File: src/rtl/tpiu_frame_fifo_if.sv
`default_nettype none
// ============================================================================
// Module   : tpiu_frame_fifo_if
// Purpose  : Frame output handshake between the TPIU front end and the
//            packet processor. The producer presents the FIFO head frame with
//            a valid flag; the consumer pops it with ready.
// Signals  : frameValid - head frame present (producer -> consumer)
//            frameReady - consumer accepts the head frame (consumer -> producer)
//            frame      - 128-bit head frame, first halfword in [127:112]
// Modports : master (producer side), slave (consumer side)
// Revision : 1.0 - initial release
// ============================================================================
interface tpiu_frame_fifo_if;
  logic         frameValid;
  logic         frameReady;
  logic [127:0] frame;

  modport master (
    output frameValid,
    output frame,
    input  frameReady
  );

  modport slave (
    input  frameValid,
    input  frame,
    output frameReady
  );
endinterface
`default_nettype wire

File: src/rtl/tpiu_frame_fifo.sv
`default_nettype none
// ============================================================================
// Module   : tpiu_frame_fifo
// Purpose  : TPIU trace-port front end. Samples 1/2/4/8-bit DDR trace data,
//            acquires and tracks full-sync alignment, assembles 16-bit
//            halfwords into 128-bit frames and buffers completed frames in a
//            first-word-fall-through FIFO with drop accounting.
// Ports    : traceClkin - trace clock, all logic on the rising edge
//            rstn       - asynchronous active-low reset
//            traceDina  - rising-edge data (low bits of each beat)
//            traceDinb  - falling-edge data (high bits of each beat)
//            width      - bus width code 0..3 = 1/2/4/8 pins (clamped)
//            o_frm      - frame handshake (frameValid/frameReady/frame)
//            synced     - sync lifetime counter non-zero
//            lostFrames - saturating count of frames dropped on a full FIFO
// Revision : 1.0 - initial release
// ============================================================================
module tpiu_frame_fifo #(
  parameter int MAXBUSWIDTH = 8,
  parameter int FIFO_DEPTH  = 4,
  parameter int SYNC_BITS   = 27
) (
  input  logic                   traceClkin,
  input  logic                   rstn,
  input  logic [MAXBUSWIDTH-1:0] traceDina,
  input  logic [MAXBUSWIDTH-1:0] traceDinb,
  input  logic [1:0]             width,
  tpiu_frame_fifo_if.master      o_frm,
  output logic                   synced,
  output logic [7:0]             lostFrames
);

  localparam logic [1:0]  c_MAXCODE = (MAXBUSWIDTH >= 8) ? 2'd3 :
                                      (MAXBUSWIDTH >= 4) ? 2'd2 :
                                      (MAXBUSWIDTH >= 2) ? 2'd1 : 2'd0;
  localparam int          c_AW      = $clog2(FIFO_DEPTH);
  localparam logic [31:0] c_SYNC    = 32'h7FFF_FFFF;
  localparam logic [15:0] c_PASS    = 16'h7FFF;

  // Alignment / assembly state
  logic [31:0]          r_construct;
  logic [1:0]           r_width;
  logic [2:0]           r_phase;
  logic [2:0]           r_idx;
  logic [SYNC_BITS-1:0] r_sync;
  logic [111:0]         r_asm;      // slots 0..6; slot 7 goes straight to the FIFO

  // FIFO state
  logic [127:0]         r_mem [FIFO_DEPTH];
  logic [c_AW:0]        r_wr;
  logic [c_AW:0]        r_rd;
  logic [7:0]           r_lost;

  logic [7:0]   w_dina8;
  logic [7:0]   w_dinb8;
  logic [1:0]   w_code;
  logic [31:0]  w_shift;
  logic [2:0]   w_reload;
  logic         w_wchg;
  logic         w_sync_hit;
  logic [15:0]  w_h;
  logic [15:0]  w_hsw;
  logic         w_take;
  logic         w_push_req;
  logic         w_empty;
  logic         w_full;
  logic         w_pop;
  logic         w_push;
  logic         w_drop;
  logic [127:0] w_frame;

  // Zero-extend so the width mux below can always name eight pin bits;
  // bits above MAXBUSWIDTH are unreachable once the code is clamped.
  assign w_dina8 = 8'(traceDina);
  assign w_dinb8 = 8'(traceDinb);

  // New beat enters at the top; older bits move toward bit 0, so the
  // oldest bit of a halfword ends up as its LSB.
  always_comb begin
    w_code = (width > c_MAXCODE) ? c_MAXCODE : width;
    case (w_code)
      2'd0: begin
        w_shift  = {w_dinb8[0],   w_dina8[0],   r_construct[31:2]};
        w_reload = 3'd7;
      end
      2'd1: begin
        w_shift  = {w_dinb8[1:0], w_dina8[1:0], r_construct[31:4]};
        w_reload = 3'd3;
      end
      2'd2: begin
        w_shift  = {w_dinb8[3:0], w_dina8[3:0], r_construct[31:8]};
        w_reload = 3'd1;
      end
      default: begin
        w_shift  = {w_dinb8, w_dina8, r_construct[31:16]};
        w_reload = 3'd0;
      end
    endcase
  end

  assign w_wchg     = (width != r_width);
  assign w_sync_hit = (r_construct == c_SYNC);
  assign w_h        = r_construct[31:16];
  assign w_hsw      = {w_h[7:0], w_h[15:8]};
  // A halfword is taken only on a phase-0 edge that is neither a sync edge
  // nor a width-change edge, and only if it is not a pass.
  assign w_take     = !w_wchg && !w_sync_hit && (r_phase == 3'd0) && (w_h != c_PASS);
  // Frames completed without alignment are meaningless and vanish silently.
  assign w_push_req = w_take && (r_idx == 3'd7) && (r_sync != '0);
  assign w_frame    = {r_asm, w_hsw};

  always_ff @(posedge traceClkin or negedge rstn) begin
    if (!rstn) begin
      r_construct <= '0;
      r_width     <= '0;
      r_phase     <= '0;
      r_idx       <= '0;
      r_sync      <= '0;
      r_asm       <= '0;
    end else begin
      r_width <= width;
      if (w_wchg) begin
        r_construct <= '0;
        r_idx       <= '0;
        r_phase     <= '0;
        r_sync      <= '0;
      end else begin
        r_construct <= w_shift;
        if (w_sync_hit) begin
          r_phase <= w_reload;
          r_idx   <= '0;
          r_sync  <= '1;
        end else begin
          if (r_sync != '0) begin
            r_sync <= r_sync - SYNC_BITS'(1);
          end
          if (r_phase == 3'd0) begin
            r_phase <= w_reload;
          end else begin
            r_phase <= r_phase - 3'd1;
          end
          if (w_take) begin
            // Slot i sits at [111-16i -: 16]; slot 7 bypasses the register.
            if (r_idx != 3'd7) begin
              r_asm[{3'd6 - r_idx, 4'd0} +: 16] <= w_hsw;
            end
            r_idx <= r_idx + 3'd1;
          end
        end
      end
    end
  end

  // ---------------------------------------------------------------------
  // Frame FIFO: extra pointer bit distinguishes full from empty.
  // ---------------------------------------------------------------------
  assign w_empty = (r_wr == r_rd);
  assign w_full  = (r_wr[c_AW] != r_rd[c_AW]) &&
                   (r_wr[c_AW-1:0] == r_rd[c_AW-1:0]);
  assign w_pop   = !w_empty && o_frm.frameReady;
  // A simultaneous pop frees the head slot, so a full FIFO still accepts.
  assign w_push  = w_push_req && (!w_full || w_pop);
  assign w_drop  = w_push_req && w_full && !w_pop;

  always_ff @(posedge traceClkin or negedge rstn) begin
    if (!rstn) begin
      r_wr   <= '0;
      r_rd   <= '0;
      r_lost <= '0;
    end else begin
      if (w_push) begin
        r_wr <= r_wr + (c_AW+1)'(1);
      end
      if (w_pop) begin
        r_rd <= r_rd + (c_AW+1)'(1);
      end
      if (w_drop && (r_lost != 8'hFF)) begin
        r_lost <= r_lost + 8'd1;
      end
    end
  end

  always_ff @(posedge traceClkin) begin
    if (w_push) begin
      r_mem[r_wr[c_AW-1:0]] <= w_frame;
    end
  end

  assign o_frm.frameValid = !w_empty;
  assign o_frm.frame      = w_empty ? '0 : r_mem[r_rd[c_AW-1:0]];
  assign synced           = (r_sync != '0);
  assign lostFrames       = r_lost;

endmodule
`default_nettype wire

File: src/flat_wrapper.sv
// flat-port wrapper written by rule: the top's interface ports become plain ports
module tpiu_frame_fifo_flat 
#(
  parameter int MAXBUSWIDTH = 8,
  parameter int FIFO_DEPTH  = 4,
  parameter int SYNC_BITS   = 27
)
  (traceClkin, rstn, traceDina, traceDinb, width, synced, lostFrames, o_frm_frameValid, o_frm_frame, o_frm_frameReady);
  tpiu_frame_fifo_if o_frm_i ();
  input  logic traceClkin;
  input  logic rstn;
  input  logic [MAXBUSWIDTH-1:0] traceDina;
  input  logic [MAXBUSWIDTH-1:0] traceDinb;
  input  logic [1:0] width;
  output logic synced;
  output logic [7:0] lostFrames;
  output wire logic [$bits(o_frm_i.frameValid)-1:0] o_frm_frameValid;
  output wire logic [$bits(o_frm_i.frame)-1:0] o_frm_frame;
  input wire logic [$bits(o_frm_i.frameReady)-1:0] o_frm_frameReady;
  assign o_frm_frameValid = o_frm_i.frameValid;
  assign o_frm_frame = o_frm_i.frame;
  assign o_frm_i.frameReady = o_frm_frameReady;
  tpiu_frame_fifo #(.MAXBUSWIDTH(MAXBUSWIDTH), .FIFO_DEPTH(FIFO_DEPTH), .SYNC_BITS(SYNC_BITS)) u_core (.traceClkin(traceClkin), .rstn(rstn), .traceDina(traceDina), .traceDinb(traceDinb), .width(width), .o_frm(o_frm_i), .synced(synced), .lostFrames(lostFrames));
endmodule
File: config.mk
export PLATFORM = sky130hd
export DESIGN_NAME = tpiu_frame_fifo_flat
export DESIGN_NICKNAME = d
export VERILOG_FILES = /design/src/rtl/tpiu_frame_fifo_if.sv /design/src/rtl/tpiu_frame_fifo.sv /design/src/flat_wrapper.sv
export SDC_FILE = /design/constraint.sdc
export NUM_CORES = 1
export LEC_CHECK = 0
export ABC_AREA = 1
export CORE_MARGIN = 1.5
export CORE_UTILIZATION = 45
export CTS_CLUSTER_SIZE = 24
export DETAILED_ROUTE_END_ITERATION = 6
export PLACE_DENSITY = 0.6
export SLEW_MARGIN = 20
export SYNTH_ARGS = -nofsm -noshare
export SYNTH_HDL_FRONTEND = slang
export SYNTH_SLANG_ARGS = --single-unit
export TNS_END_PERCENT = 50
File: constraint.sdc
create_clock -name traceClkin -period 17.4 [get_ports traceClkin]
set_input_delay 4.35 -clock traceClkin [delete_from_list [all_inputs] [get_ports traceClkin]]
set_output_delay 4.35 -clock traceClkin [all_outputs]
set_load 0.03 [all_outputs]
Word-level counts from Yosys, hierarchy flattened
Memory sizes are Yosys's and may differ from the RTL's.
Index checks and enable logic that the tools add are counted.
Word-level totals
  flip-flop bits (word level): 193
  bits of input ports: 21
  output and inout port bits: 138
  memory bits (writable): 512
  memories kept: 1
Cells by class
  $lt $le $gt $ge: 1
  equality and inequality tests: 11
  bitwise logic cells: 2
  reduce and logical (&&, ||, !) cells: 23
  mux-type cells: 17
  add/sub/neg operators: 8
  shift operators: 2
Memory list
  u_core.r_mem: depth 4, width 128, read ports 1, clocked after memory_dff 0, wr ports 1, RTL line tpiu_frame_fifo.sv:49  | logic [127:0] r_mem [FIFO_DEPTH];
Operator list (count)
  128-bit 2-to-1 mux: 1
  112-bit bitwise mux: 1
  16-bit by 9-bit variable shift with 112-bit output, first input constant: 1
  16-bit by 9-bit indexed part select with 112-bit output: 1
  32-bit one-hot mux with 3 select lines: 1
  27-bit 2-to-1 mux: 3
  32-bit by 31-bit equality test with 1-bit output, second input constant: 1
  32-bit 2-to-1 mux: 1
  27-bit nonzero test: 1
  27-bit by 1-bit subtractor with 27-bit output, second input constant: 1
  3-bit 2-to-1 mux: 6
  16-bit by 15-bit != test with 1-bit output, second input constant: 1
  1-bit logical AND: 11
  3-bit by 1-bit adder with 3-bit output, second input constant: 3
  7-bit negation with 9-bit output: 1
  3-bit one-hot mux with 3 select lines: 1
  8-bit by 1-bit adder with 8-bit output, second input constant: 1
  8-bit != test, second input constant: 1
  3-bit nonzero test: 2
  1-bit zero test: 5
  4-bit AND reduction: 1
  3-bit equality test: 1
  3-bit equality test, second input constant: 1
  3-bit zero test: 1
  14 further kinds: 16

Depth between registers and ports, before layout
  depth in word-level cells: 10
  gate-level depth with buffers: 13

Least setup slack after synthesis
No wires, ideal clock.
  kind: input port to flip-flop
  start: in width[1]
  end: mem u_core.r_mem[0][0], enable pin
  stages: 8
  path buffers: 1
  setup time: 0.617 ns
  required time: 16.783 ns
  slack: 6.223 ns
  arrival time: 10.559 ns
  cells stage by stage: buf_2 > clkinv_2 > nand2_1 > nand2_2 > nand3_1 > nor3_1 > nand3_1 > nor2_1
On the way
  cells in the longest elaborated chain, start to end: 10
Ends and longest elaborated chain
  start, declared: RTL line flat_wrapper.sv:14  | input logic [1:0] width;
  2-bit != test: RTL line tpiu_frame_fifo.sv:101  | assign w_wchg = (width != r_width);
  1-bit zero test: RTL line tpiu_frame_fifo.sv:107  | assign w_take = !w_wchg && !w_sync_hit && (r_phase == 3'd0) && (w_h != c_PASS);
  1-bit logical AND (3 in a row): RTL line tpiu_frame_fifo.sv:107
  1-bit logical AND (2 in a row): RTL line tpiu_frame_fifo.sv:109  | assign w_push_req = w_take && (r_idx == 3'd7) && (r_sync != '0);
  1-bit logical AND: RTL line tpiu_frame_fifo.sv:162  | assign w_push = w_push_req && (!w_full || w_pop);
  1-bit 2-to-1 mux: RTL line tpiu_frame_fifo.sv:184  | if (w_push) begin
  1-bit 2-to-1 mux (implied by the code): RTL line tpiu_frame_fifo.sv:185  | r_mem[r_wr[c_AW-1:0]] <= w_frame;
  end, declared: RTL line tpiu_frame_fifo.sv:49
Every way passes these cells.

Worst setup path after layout
  start: reg u_core.r_rd[0]
  end: out o_frm_frame[2]
On the way
  cells in the longest elaborated chain, start to end: 2
  elaborated cells between the ends (all ways): 3
Ends and longest elaborated chain
  start, declared: RTL line tpiu_frame_fifo.sv:51  | logic [c_AW:0] r_rd;
  start signal, assigned: RTL line tpiu_frame_fifo.sv:175  | r_rd <= r_rd + (c_AW+1)'(1);
  memory 4 x 128 bit or 3-bit equality test (tied branches)
  128-bit 2-to-1 mux (*): RTL line tpiu_frame_fifo.sv:190  | assign o_frm.frame = w_empty ? '0 : r_mem[r_rd[c_AW-1:0]];
  end, declared: RTL line flat_wrapper.sv:18  | output wire logic [$bits(o_frm_i.frame)-1:0] o_frm_frame;
Mark *: on every way between the ends. The rest lies on a longest branch, timed or not.

==> summary.txt <==
Status
  – Outcome: completed

Logic synthesis
  – Dominant synthesized flop cell: sky130_fd_sc_hd__edfxtp_1
  – Syn Inst Count: 2786
  – Distinct cell type count after synthesis: 36
  – Ys async rst share: 27.4%
  – Post-synthesis average cell area: 10.7 sq um
  – Yosys warns: 0
  – Cell area after synthesis: ~0.030 sq mm
  – Flip-flop and latch count after synthesis: roughly 700
  – Fraction of synthesized cell area taken by the top area cell type: around 52%
  – Top cell type by total area after synthesis: sky130_fd_sc_hd__edfxtp_1
  – Syn nets: between 2000 and 3000
  – Post-synth EDFFs: 512
  – Dominant cells by area after synthesis: sky130_fd_sc_hd__edfxtp_1, sky130_fd_sc_hd__dfrtp_1, sky130_fd_sc_hd__nand2_1, sky130_fd_sc_hd__nor2_1, sky130_fd_sc_hd__o32ai_1
  – Share of the yosys chip area belonging to registers: approximately two thirds

Critical path
  – Data arrival time of the critical path: 4960 ps
  – Endpoint type of the worst setup path: output port
  – Data required time at the worst endpoint: 13050 ps
  – Largest fanout on the critical path: roughly 110
  – Class of the most critical setup path: reg2out
  – CP startpoint kind: register

Pwr
  – Leak: roughly 15 nW
  – Worst voltage drop across the vdd grid: about 83 uV
  – Pwr Density: about 150 mW/mm^2

Global route
  – Global-route wire length before repair: ~120000 um
  – Antenna violations before repair: 1
  – Remaining global-route overflow: 0
  – Maximum number of pins on one net before global-route repair: between 100 and 150
  – Total routing resource utilization after global routing: between 20% and 30%
  – Via count of the first global-routing pass: approximately 20000

Cells and area
  – Synthesis-to-finish area growth: 15.2%
  – Non-filler instance count after layout: around 3800
  – Ant. Diodes: 0
  – Number of nets in the layout: 2920
  – Sequential cell area: between 0.02 and 0.025 sq mm
  – Count of filler cells inserted in the layout: approximately 5700
  – Share of final-layout standard cells stronger than drive strength 1: roughly 5.7%
  – Area taken by multi-input logic gates: between 0.008 and 0.009 sq mm

Clock network
  – Sinks on Clock Net: 705
  – CTS Buf Count: 73
  – Insertion delay of the later-clocked pin in the worst-skew pair: 610 ps
  – Number of H-tree levels: 3
  – Post-CTS Setup Inserts: 0
  – Cell at the root of the clock tree: sky130_fd_sc_hd__clkbuf_16
  – Buffers from clock root to sink, at most: 3
  – Count of hold-fix buffers inserted at cts: 0
  – Clock slew at the register clock pins of the worst setup and hold paths: 50 ps
  – TritonCTS clock tree: built
  – CTS-repair resized insts: 0

Floorplan
  – Initial Utilization: a little under half
  – I/O pin total: 159
  – Placement row count: between 90 and 100
  – Total Die Area: between 0.06 and 0.07 sq mm
  – Area of the core region: 0.0656 sq mm
  – Die Span Y: 260 um
  – Chip width: 260 um

STA
  – Worst Max-Slew Pin Slew: around 1100 ps
  – Clock skew: around 30 ps
  – Relative slew margins: around a quarter
  – Final-layout setup total negative slack: 0 ps
  – Max Clock Freq: about 0.11 GHz
  – Share of the cycle needed by the critical path after routing: around 53%
  – Min Clock Period, post-route: 9310 ps
  – Total setup violations reported at the end of the flow: 0
  – Number of endpoints with negative hold slack in the final report: 0
  – RSZ-0062 raised after global routing: no
  – Number of max-slew violations in the final report: 0

Worst hold path
  – Path type of the worst min-delay path: reg2reg

Detailed routing
  – Vias: ~21000
  – Mean number of vias per cell: roughly 5.4
  – DRC violation count after routing: 0
  – Drt total wl: between 70000 and 80000 um
  – Initial drt markers: roughly 1800
  – Number of detailed-routing iterations run before antenna repair: 6
  – Antenna Nets Post-Route: 0
  – Detail-routed net length per standard cell: ~20 um

Placement
  – Port-buffer cells: around 160
  – Detail Placement HPWL: about 45000 um
  – Cell total after placement: roughly 3700
  – GP Congestion: ~0.9

Run
  – Number of max-cap violations: 0
area by class of cell:
cell class,count,area share [%]
timing repair buffer,183,5.20
tap,864,3.15
clock buffer,110,6.21
sequential,705,58.9
multi-input combinational,1687,23.4
clock inverter,24,0.551
inverter,232,2.56
registers in the layout, summed over array words and instances (netlist names), 3 cells and up:
signal,count
u_core.r_mem,512
u_core.r_asm,112
u_core.r_construct,32
u_core.r_sync,27
u_core.lostFrames,8
u_core.r_idx,3
u_core.r_phase,3
u_core.r_rd,3
u_core.r_wr,3
worst max-delay path, cell delays in order, from the launching register on:
cell,delay [ps]
sky130_fd_sc_hd__dfrtp_4,690
sky130_fd_sc_hd__buf_6,420
sky130_fd_sc_hd__inv_6,750
sky130_fd_sc_hd__buf_4,660
sky130_fd_sc_hd__nor2_1,100
sky130_fd_sc_hd__o32ai_1,690
sky130_fd_sc_hd__nand2_1,110
sky130_fd_sc_hd__inv_1,90
sky130_fd_sc_hd__clkdlybuf4s50_1,660
layout by cell type (no fill, tap or decap), types with 4 or more instances in the layout:
master                              n
sky130_fd_sc_hd__nand3_1          166
sky130_fd_sc_hd__ha_1              17
sky130_fd_sc_hd__clkbuf_8          11
sky130_fd_sc_hd__nor2_1           497
sky130_fd_sc_hd__inv_6              4
sky130_fd_sc_hd__a31oi_1            8
sky130_fd_sc_hd__nor3_1            20
sky130_fd_sc_hd__o22ai_1           15
sky130_fd_sc_hd__edfxtp_1         512
sky130_fd_sc_hd__dfrtp_1          191
sky130_fd_sc_hd__inv_1            226
sky130_fd_sc_hd__xor2_1            11
sky130_fd_sc_hd__a221oi_1           6
sky130_fd_sc_hd__nand2_1          538
sky130_fd_sc_hd__clkdlybuf4s50_1  157
sky130_fd_sc_hd__o21ai_0          179
sky130_fd_sc_hd__clkbuf_1          24
sky130_fd_sc_hd__nand3b_1          18
sky130_fd_sc_hd__nor2_2             4
sky130_fd_sc_hd__clkinv_1           4
sky130_fd_sc_hd__o32ai_1          128
sky130_fd_sc_hd__nand2_2            9
sky130_fd_sc_hd__buf_4             22
sky130_fd_sc_hd__clkinv_2          12
sky130_fd_sc_hd__nand4_1           10
sky130_fd_sc_hd__a21oi_1           40
sky130_fd_sc_hd__clkbuf_16         76
sky130_fd_sc_hd__nor2_4             6
Yosys cell counts (20+ instances only):
| library cell | instances |
|---|---|
| sky130_fd_sc_hd__dfrtp_1 | 193 |
| sky130_fd_sc_hd__edfxtp_1 | 512 |
| sky130_fd_sc_hd__a21oi_1 | 40 |
| sky130_fd_sc_hd__nor2_1 | 502 |
| sky130_fd_sc_hd__clkbuf_1 | 96 |
| sky130_fd_sc_hd__o21ai_0 | 179 |
| sky130_fd_sc_hd__nor3_1 | 20 |
| sky130_fd_sc_hd__nand3_1 | 166 |
| sky130_fd_sc_hd__inv_1 | 226 |
| sky130_fd_sc_hd__nand2_1 | 539 |
| sky130_fd_sc_hd__buf_2 | 40 |
| sky130_fd_sc_hd__o32ai_1 | 128 |
power by group:
group	internal, W	switching, W
sequential	0.00180	0.0000567
combinational	0.000650	0.00122
clock	0.000878	0.000628
path summary, 6_finish.rpt:
check	slack, ps	endpoint	startpoint	cells after the start
max	8090	o_frm_frame[2]	u_core.r_rd[0]	8
min	490	u_core.r_rd[2]	u_core.r_rd[2]	1
max reg2reg	12180	u_core.r_mem[1][55]	u_core.r_rd[0]	8
min reg2reg	490	u_core.r_rd[2]	u_core.r_rd[2]	1
max in group asynchronous	11780	u_core.r_asm[22]	rstn	3
min in group asynchronous	3760	u_core.r_construct[30]	rstn	1
per-layer routing:
metal / up-vias / part of all wire [%] / global-route usage (%)
met3: 102 / 5.6 / 3.26
met2: 583 / 48 / 36.2
met5: - / 0 / 0
met4: 0 / 2.0 / 6.05
met1: 10300 / 45 / 31.4
li1: 9712 / - / -
kinds of logic (layout without fill, tap and decap cells):
kind of cell / after synthesis / count (layout) / share of synthesized area [%]
adders and majority gates: 17 / 17 / 0.714
buffers and inverters: 394 / 549 / 5.35
AOI/OAI and AO/OA: 380 / 380 / 8.21
and+or+nand+nor: 1277 / 1277 / 17.5
xor gates and xnor gates: 13 / 13 / 0.382
DFF: 705 / 705 / 67.8
per-stage QoR:
stage / power, W / worst slack, ps / instance area, sq um / hold WS, ps / util (%)
6_report: 0.00524 / 8090 / 34300 / 492 / 52.3
4_1_cts: 0.00530 / 7760 / 34300 / 498 / 52.3
2_1_floorplan: 0.00307 / 6220 / 29800 / 449 / -
3_3_place_gp: 0.00377 / 8390 / 32000 / 470 / 48.7
3_5_place_dp: 0.00379 / 8300 / 32000 / 485 / 48.7
5_1_grt: 0.00551 / 7750 / 34300 / 510 / 52.3
Power figures use the tool's default switching activity.
